File: src/rtl/apb_cfg_master.sv
// apb_cfg_master: single-outstanding APB3 initiator that bridges core req/gnt/rvalid
// transactions onto an APB peripheral bus, with PREADY wait states and a stall timeout.
module apb_cfg_master #(
    parameter int APB_ADDR_WIDTH = 12,
    parameter int TIMEOUT_CYCLES = 255
) (
    input  logic                      HCLK,
    input  logic                      HRESET,
    input  logic                      req_i,
    input  logic [APB_ADDR_WIDTH-1:0] addr_i,
    input  logic                      we_i,
    input  logic [31:0]               wdata_i,
    output logic                      gnt_o,
    output logic                      rvalid_o,
    output logic [31:0]               rdata_o,
    output logic                      err_o,
    output logic [APB_ADDR_WIDTH-1:0] PADDR,
    output logic [31:0]               PWDATA,
    output logic                      PWRITE,
    output logic                      PSEL,
    output logic                      PENABLE,
    input  logic [31:0]               PRDATA,
    input  logic                      PREADY,
    input  logic                      PSLVERR,
    output logic [1:0]                fsm_state
);

    localparam logic [1:0] IDLE   = 2'd0;
    localparam logic [1:0] SETUP  = 2'd1;
    localparam logic [1:0] ACCESS = 2'd2;

    localparam bit          TO_EN   = (TIMEOUT_CYCLES != 0);
    localparam logic [15:0] TO_LAST = 16'(TIMEOUT_CYCLES - 1);

    logic [1:0]  state;
    logic [15:0] wait_cnt;
    logic        timeout_hit;
    logic        unused_addr_bits;

    // Handshake: req_i/gnt_o accept a transfer on a rising edge where both are high;
    // every accepted transfer yields exactly one rvalid_o pulse, with rdata_o/err_o.
    assign gnt_o     = (state == IDLE) && req_i;
    assign PSEL      = (state != IDLE);
    assign PENABLE   = (state == ACCESS);
    assign fsm_state = state;

    assign unused_addr_bits = ^addr_i[1:0];

    // wait_cnt holds the number of PREADY-low access cycles already seen, so the
    // current low cycle is the TIMEOUT_CYCLES-th one when it equals TIMEOUT_CYCLES-1.
    assign timeout_hit = TO_EN && (wait_cnt == TO_LAST);

    always_ff @(posedge HCLK or posedge HRESET) begin
        if (HRESET) begin
            state    <= IDLE;
            wait_cnt <= 16'h0000;
            PADDR    <= '0;
            PWDATA   <= 32'h0000_0000;
            PWRITE   <= 1'b0;
            rvalid_o <= 1'b0;
            rdata_o  <= 32'h0000_0000;
            err_o    <= 1'b0;
        end else begin
            rvalid_o <= 1'b0;
            rdata_o  <= 32'h0000_0000;
            err_o    <= 1'b0;
            case (state)
                IDLE: begin
                    if (req_i) begin
                        PADDR  <= {addr_i[APB_ADDR_WIDTH-1:2], 2'b00};
                        PWRITE <= we_i;
                        PWDATA <= wdata_i;
                        state  <= SETUP;
                    end
                end
                SETUP: begin
                    wait_cnt <= 16'h0000;
                    state    <= ACCESS;
                end
                ACCESS: begin
                    if (PREADY) begin
                        rvalid_o <= 1'b1;
                        rdata_o  <= PWRITE ? 32'h0000_0000 : PRDATA;
                        err_o    <= PSLVERR;
                        state    <= IDLE;
                    end else if (timeout_hit) begin
                        rvalid_o <= 1'b1;
                        err_o    <= 1'b1;
                        state    <= IDLE;
                    end else if (wait_cnt != 16'hFFFF) begin
                        wait_cnt <= wait_cnt + 16'h0001;
                    end
                end
                default: state <= IDLE;
            endcase
        end
    end

endmodule

File: config.mk
export PLATFORM = sky130hd
export DESIGN_NAME = apb_cfg_master
export DESIGN_NICKNAME = d
export VERILOG_FILES = /design/src/rtl/apb_cfg_master.sv
export SDC_FILE = /design/constraint.sdc
export NUM_CORES = 1
export LEC_CHECK = 0
export ABC_AREA = 1
export CORE_MARGIN = 4
export CORE_UTILIZATION = 39
export DETAILED_ROUTE_END_ITERATION = 8
export PLACE_DENSITY = 0.86
export SETUP_SLACK_MARGIN = 0.02
export SYNTH_ARGS = -nofsm -noshare
export SYNTH_HDL_FRONTEND = slang
export SYNTH_SLANG_ARGS = --single-unit
File: constraint.sdc
create_clock -name HCLK -period 2.5 [get_ports HCLK]
set_input_delay 0.25 -clock HCLK [delete_from_list [all_inputs] [get_ports HCLK]]
set_output_delay 0.25 -clock HCLK [all_outputs]
set_load 0.02 [all_outputs]
Word level (Yosys, flattened, before mapping)
Cells that the tools add are included.

word-level totals
  input bits = 82
  output and inout bits = 84
  word-level logic and storage cells = 41
  bits in registers = 95

cells by class
  reductions and logical operators = 7
  $add $sub $neg = 1
  multiplexer cells = 16
  equality and inequality tests = 9

operator list
  cell                     number
  $mux W32                 3
  $mux W16                 3
  $pmux W16 S2             1
  $add A16 B1 Y16 const B  1
  $eq A16 B8 Y1 const B    1
  $ne A16 B16 Y1 const B   1
  $mux W2                  3
  $ne A2 B2 Y1 const B     3
  $pmux W2 S3              1
  $mux W1                  5
  $reduce_and A2 Y1        2
  $reduce_and A4 Y1        1
  $reduce_bool A2 Y1       2
  $ne A3 B1 Y1 const B     1
  $eq A2 B1 Y1 const B     1
  $eq A2 B2 Y1 const B     1
  $logic_not A2 Y1         1
  $ne A2 B1 Y1 const B     1
  $logic_and A1 B1 Y1      1

Longest topological paths before layout
  word-level depth = 5
  mapped depth = 11
  depth with buffers taken out = 10

Worst setup path after synthesis
No wires, ideal clock.

  path kind = reg-to-reg
  start = register wait_cnt[1]
  end = register wait_cnt[6]
  path slack = 1.002 ns
  library setup time = 0.116 ns
  buffers on the path = 1
  clock period less this slack = 1.498 ns
  required time = 2.384 ns
  stages on the path, launching flop included = 12
  arrival time = 1.381 ns
  path through = dfrtp_1 ha_1 nand2_2 nor2_2 nand2_2 nor2_4 nor2_1 nand2_2 nand2_4 buf_6 nand2_1 nand2_1

on the way
  cells in the longest elaborated chain, start to end = 5
  elaborated cells on any way between the ends = 10
  classes of those cells = add/sub (1); eq/ne (4); mux (4); reduce/logical (1)

RTL lines
  what                    RTL line  RTL
  start, declared         36        logic [15:0] wait_cnt;
  start signal, assigned  91        wait_cnt <= wait_cnt + 16'h0001;
  $add A16 B1 Y16         91
  $mux W16                90        end else if (wait_cnt != 16'hFFFF) begin
  $mux W16                86        end else if (timeout_hit) begin
  $mux W16                81        if (PREADY) begin
  $pmux W16 S2            67        case (state)

Parallel ways exist; a longest one is shown, timed or not. The select of a mux whose other input is x is not followed.
A chain may end at the register's enable or synchronous reset.

Final worst setup path
  start = register state[0] (netlist: fsm_state[0])
  end = output gnt_o

on the way
  cells in the longest elaborated chain, start to end = 2

RTL lines
  what                    RTL line  RTL
  start, declared         35        logic [1:0] state;
  start signal, assigned  55        state <= IDLE;
  start signal, assigned  73        state <= SETUP;
  start signal, assigned  78        state <= ACCESS;
  $logic_not A2 Y1        42        assign gnt_o = (state == IDLE) && req_i;
  $logic_and A1 B1 Y1     42
  end, declared           13        output logic gnt_o,

No other way between the ends.

==> results.yml <==
outcome:
  status: "finished clean"
sta:
  whs_ns: 0.3574
  timing.final.ws_setup_ns: 0.4191
  fin_crit_sh_pct: 83.24
  rsz0062_at_grt: "no"
  max_freq_ghz: 0.4806
  finalHoldViolCount: 0
  setup_tns_ns: 0
  setup_viol: 0
  fin_crit_ns: 2.081
  drv_slew: 0
  finClkSkew_ns: 0.01388
  max_slew_margin_pct: 62.41
  worst_pin_slew_ns: 0.5639
worst_setup_path:
  crit_path_start_kind: "flip-flop"
  crit_slowest_cell: "clkdlybuf4s50_1"
  worstRegToRegCells: 10
  r2r_slack_ns: 0.78
  path_class: "reg -> out"
  worstSetupEndpointType: "output pin"
  worstPathRequired_ns: 2.25
  cp_max_fo: 6
  rr_startpoint: "wait_cnt[1]$_DFFE_PP0P_"
  max_stage_delay_ns: 0.60
  startpoint: "fsm_state[0]$_DFFE_PP0P_"
  crit_path_cell_trace: "nor2_1 -> nand2_1 -> inv_1 -> clkdlybuf4s50_1"
  crit_arrival_ns: 1.83
global_routing:
  grt.total_usage_pct: 17.81
  grt_pass1_vias: 3691
  antenna_found_initial: 0
  gr-total-overflow: 0
  grt_max_degree: 96
  grt_pass1_wl_mm: 16.97
run:
  cap_violations: 0
clock_tree:
  post_cts_buffers: 0
  cts_root_buf: "clkbuf_8"
  clkSlewWorstSetupHoldPaths_ns: 0.10
  h-tree-depth: 3
  tritoncts: "done"
  clkLatencyLatePin_ns: 0.37
  cts_buffer_depth: 2
  cts-resized-gates: 0
  numClockSinks: 95
  numCtsBuffers: 9
  hold_buffers: 0
floorplanning:
  die-area_um2: 12110
  initial_core_util_pct: 40.80
  dieHeight_um: 110.1
  num_rows: 36
  fp.dieW_um: 110.1
  core_um2: 9955
  boundaryPins: 166
finish:
  multi_input_area_um2: 1506
  fillers: 846
  antenna_cells: 0
  layout_commonest_cell: "nand2_1"
  final_util_pct: 60.08
  drive_above_1_share_pct: 5.900
  area_growth_pct: 47.26
  seq_area_um2: 2377
  nets: 740
  final_cell_mix: "nand2_1 (247), clkdlybuf4s50_1 (161), dfrtp_1 (95)"
synthesis:
  ys_seq_area_share_pct: 58.53
  yosysWarnings: 0
  netlist_instances: 499
  syn_area_per_cell_um2: 8.139
  synthTopCellsByArea: "dfrtp_1 (59%), nand2_1 (23%), nor2_1 (6.7%), inv_1 (1.6%), nand3_1 (1.4%)"
  ys_types: 30
  synth-seq-cells: 95
  synthesis.area_um2: 4061
  synth_top_area_share_pct: 58.53
  synthAdderAreaFrac_pct: 0.6161
  synthSimpleGateAreaFrac_pct: 34.35
  ys_async_sr_fraction_pct: 100.0
  synth_top_area_cell: "dfrtp_1"
  muxShareOfSynthArea_pct: 0
  synth-edff-count: 0
  synth_top_family_by_area: "simple AND/OR/NAND/NOR gates"
  ys.flop_type: "dfrtp_1"
  synth_compound_area_share_pct: 1.540
  synthXorXnorAreaFrac_pct: 0.2157
power_and_ir_drop:
  p_int_mw: 3.463
  leakagePower_nw: 2.846
  power_density_nw_per_um2: 973.2
  power.share.clock_pct: 16.6
  p_switching_mw: 2.358
  p_sw_share_pct: 40.50
  combPwrFrac_pct: 45.6
  pwr-share-seq_pct: 37.8
  ir_drop_mv: 0.8024
  fin_total_pwr_mw: 5.820
detailed_routing:
  vias: 3754
  drt-initial-drc-count: 301
  drc: 0
  routedWlPerCell_um: 13.72
  ant_nets: 0
  routed_wl_mm: 10.89
  firstDrtPassIters: 5
  routed_via_density: 4.728
hold_path:
  hold_class: "in -> async"
placement:
  hpwl_mm: 7.881
  portBuffers: 161
  pre_cts_ws_ns: 0.6780
  gp_congestion: 0.8773
[critical path, delay by kind of cell (launching register included)]
family / cells / cell delay [ns]
DFF: 1 / 0.45
and+or+nand+nor: 2 / 0.33
buffers and inverters: 2 / 0.69
[routing by layer]
| metal | part of all wire (%) | GRT usage (%) |
|---|---|---|
| met3 | 11 | 6.174 |
| met4 | 2.8 | 7.480 |
| met1 | 40 | 21.60 |
| met5 | 0 | 0 |
| met2 | 46 | 28.90 |
[kinds of logic (layout without fill, tap and decap cells)]
group                    Yosys count  after routing
AO/OA/AOI/OAI                     11             11
XOR/XNOR                           1              1
adder cells (fa/ha/maj)            2              2
buffers and inverters             41            202
flip-flops                        95             95
other                              1              2
AND/OR/NAND/NOR                  348            348
[power groups by stage]
stage               Combinational [mW]  Sequential [mW]  Clock (mW)
floorplan                        0.913             2.70           0
global placement                  2.61             2.20           0
detailed placement                2.67             2.22           0
CTS                               2.68             2.20       0.994
global route                      2.89             2.26        1.07
finish                            2.65             2.20       0.967
[cell usage after synthesis, types with 2 or more instances]
cell,count
a21oi_1,3
buf_2,7
buf_4,3
buf_6,2
clkbuf_1,9
dfrtp_1,95
ha_1,2
inv_1,17
nand2_1,247
nand2_2,6
nand3_1,11
nor2_1,73
nor2_4,2
o21a_1,2
o21ai_0,4
or2_2,2
[area by class of cell]
| cell class | instances | share of cell area, % |
|---|---|---|
| inverters | 19 | 1.255 |
| multi-input cells | 364 | 25.19 |
| repair buffers | 167 | 27.91 |
| flip-flops and latches | 95 | 39.75 |
| well taps | 133 | 2.782 |
| clock buffers | 9 | 2.071 |
| clock inverters | 7 | 1.046 |
[flip-flops by register name, indices dropped and copies added, names as in the netlist]
register,flops
rvalid_o,1
fsm_state,2
err_o,1
PADDR,10
PWDATA,32
wait_cnt,16
rdata_o,32
PWRITE,1
[path summary, 6_finish.rpt]
path                                                 to
worst max-delay path                              gnt_o
worst min register to register    PWDATA[5]$_DFFE_PP0P_
worst min-delay path              rdata_o[18]$_DFF_PP0_
max in group asynchronous       wait_cnt[0]$_DFFE_PP0P_
worst max register to register  wait_cnt[3]$_DFFE_PP0P_
min in group HCLK                 rdata_o[28]$_DFF_PP0_
[stage by stage]
step / cells / area, µm²
after detailed placement: 778 / 5794
after global routing: 794 / 5981
final: 794 / 5981
after global placement: 778 / 5794
after CTS: 794 / 5981
after floorplan: 500 / 4069
No activity file was read; power rests on OpenSTA's default activity.
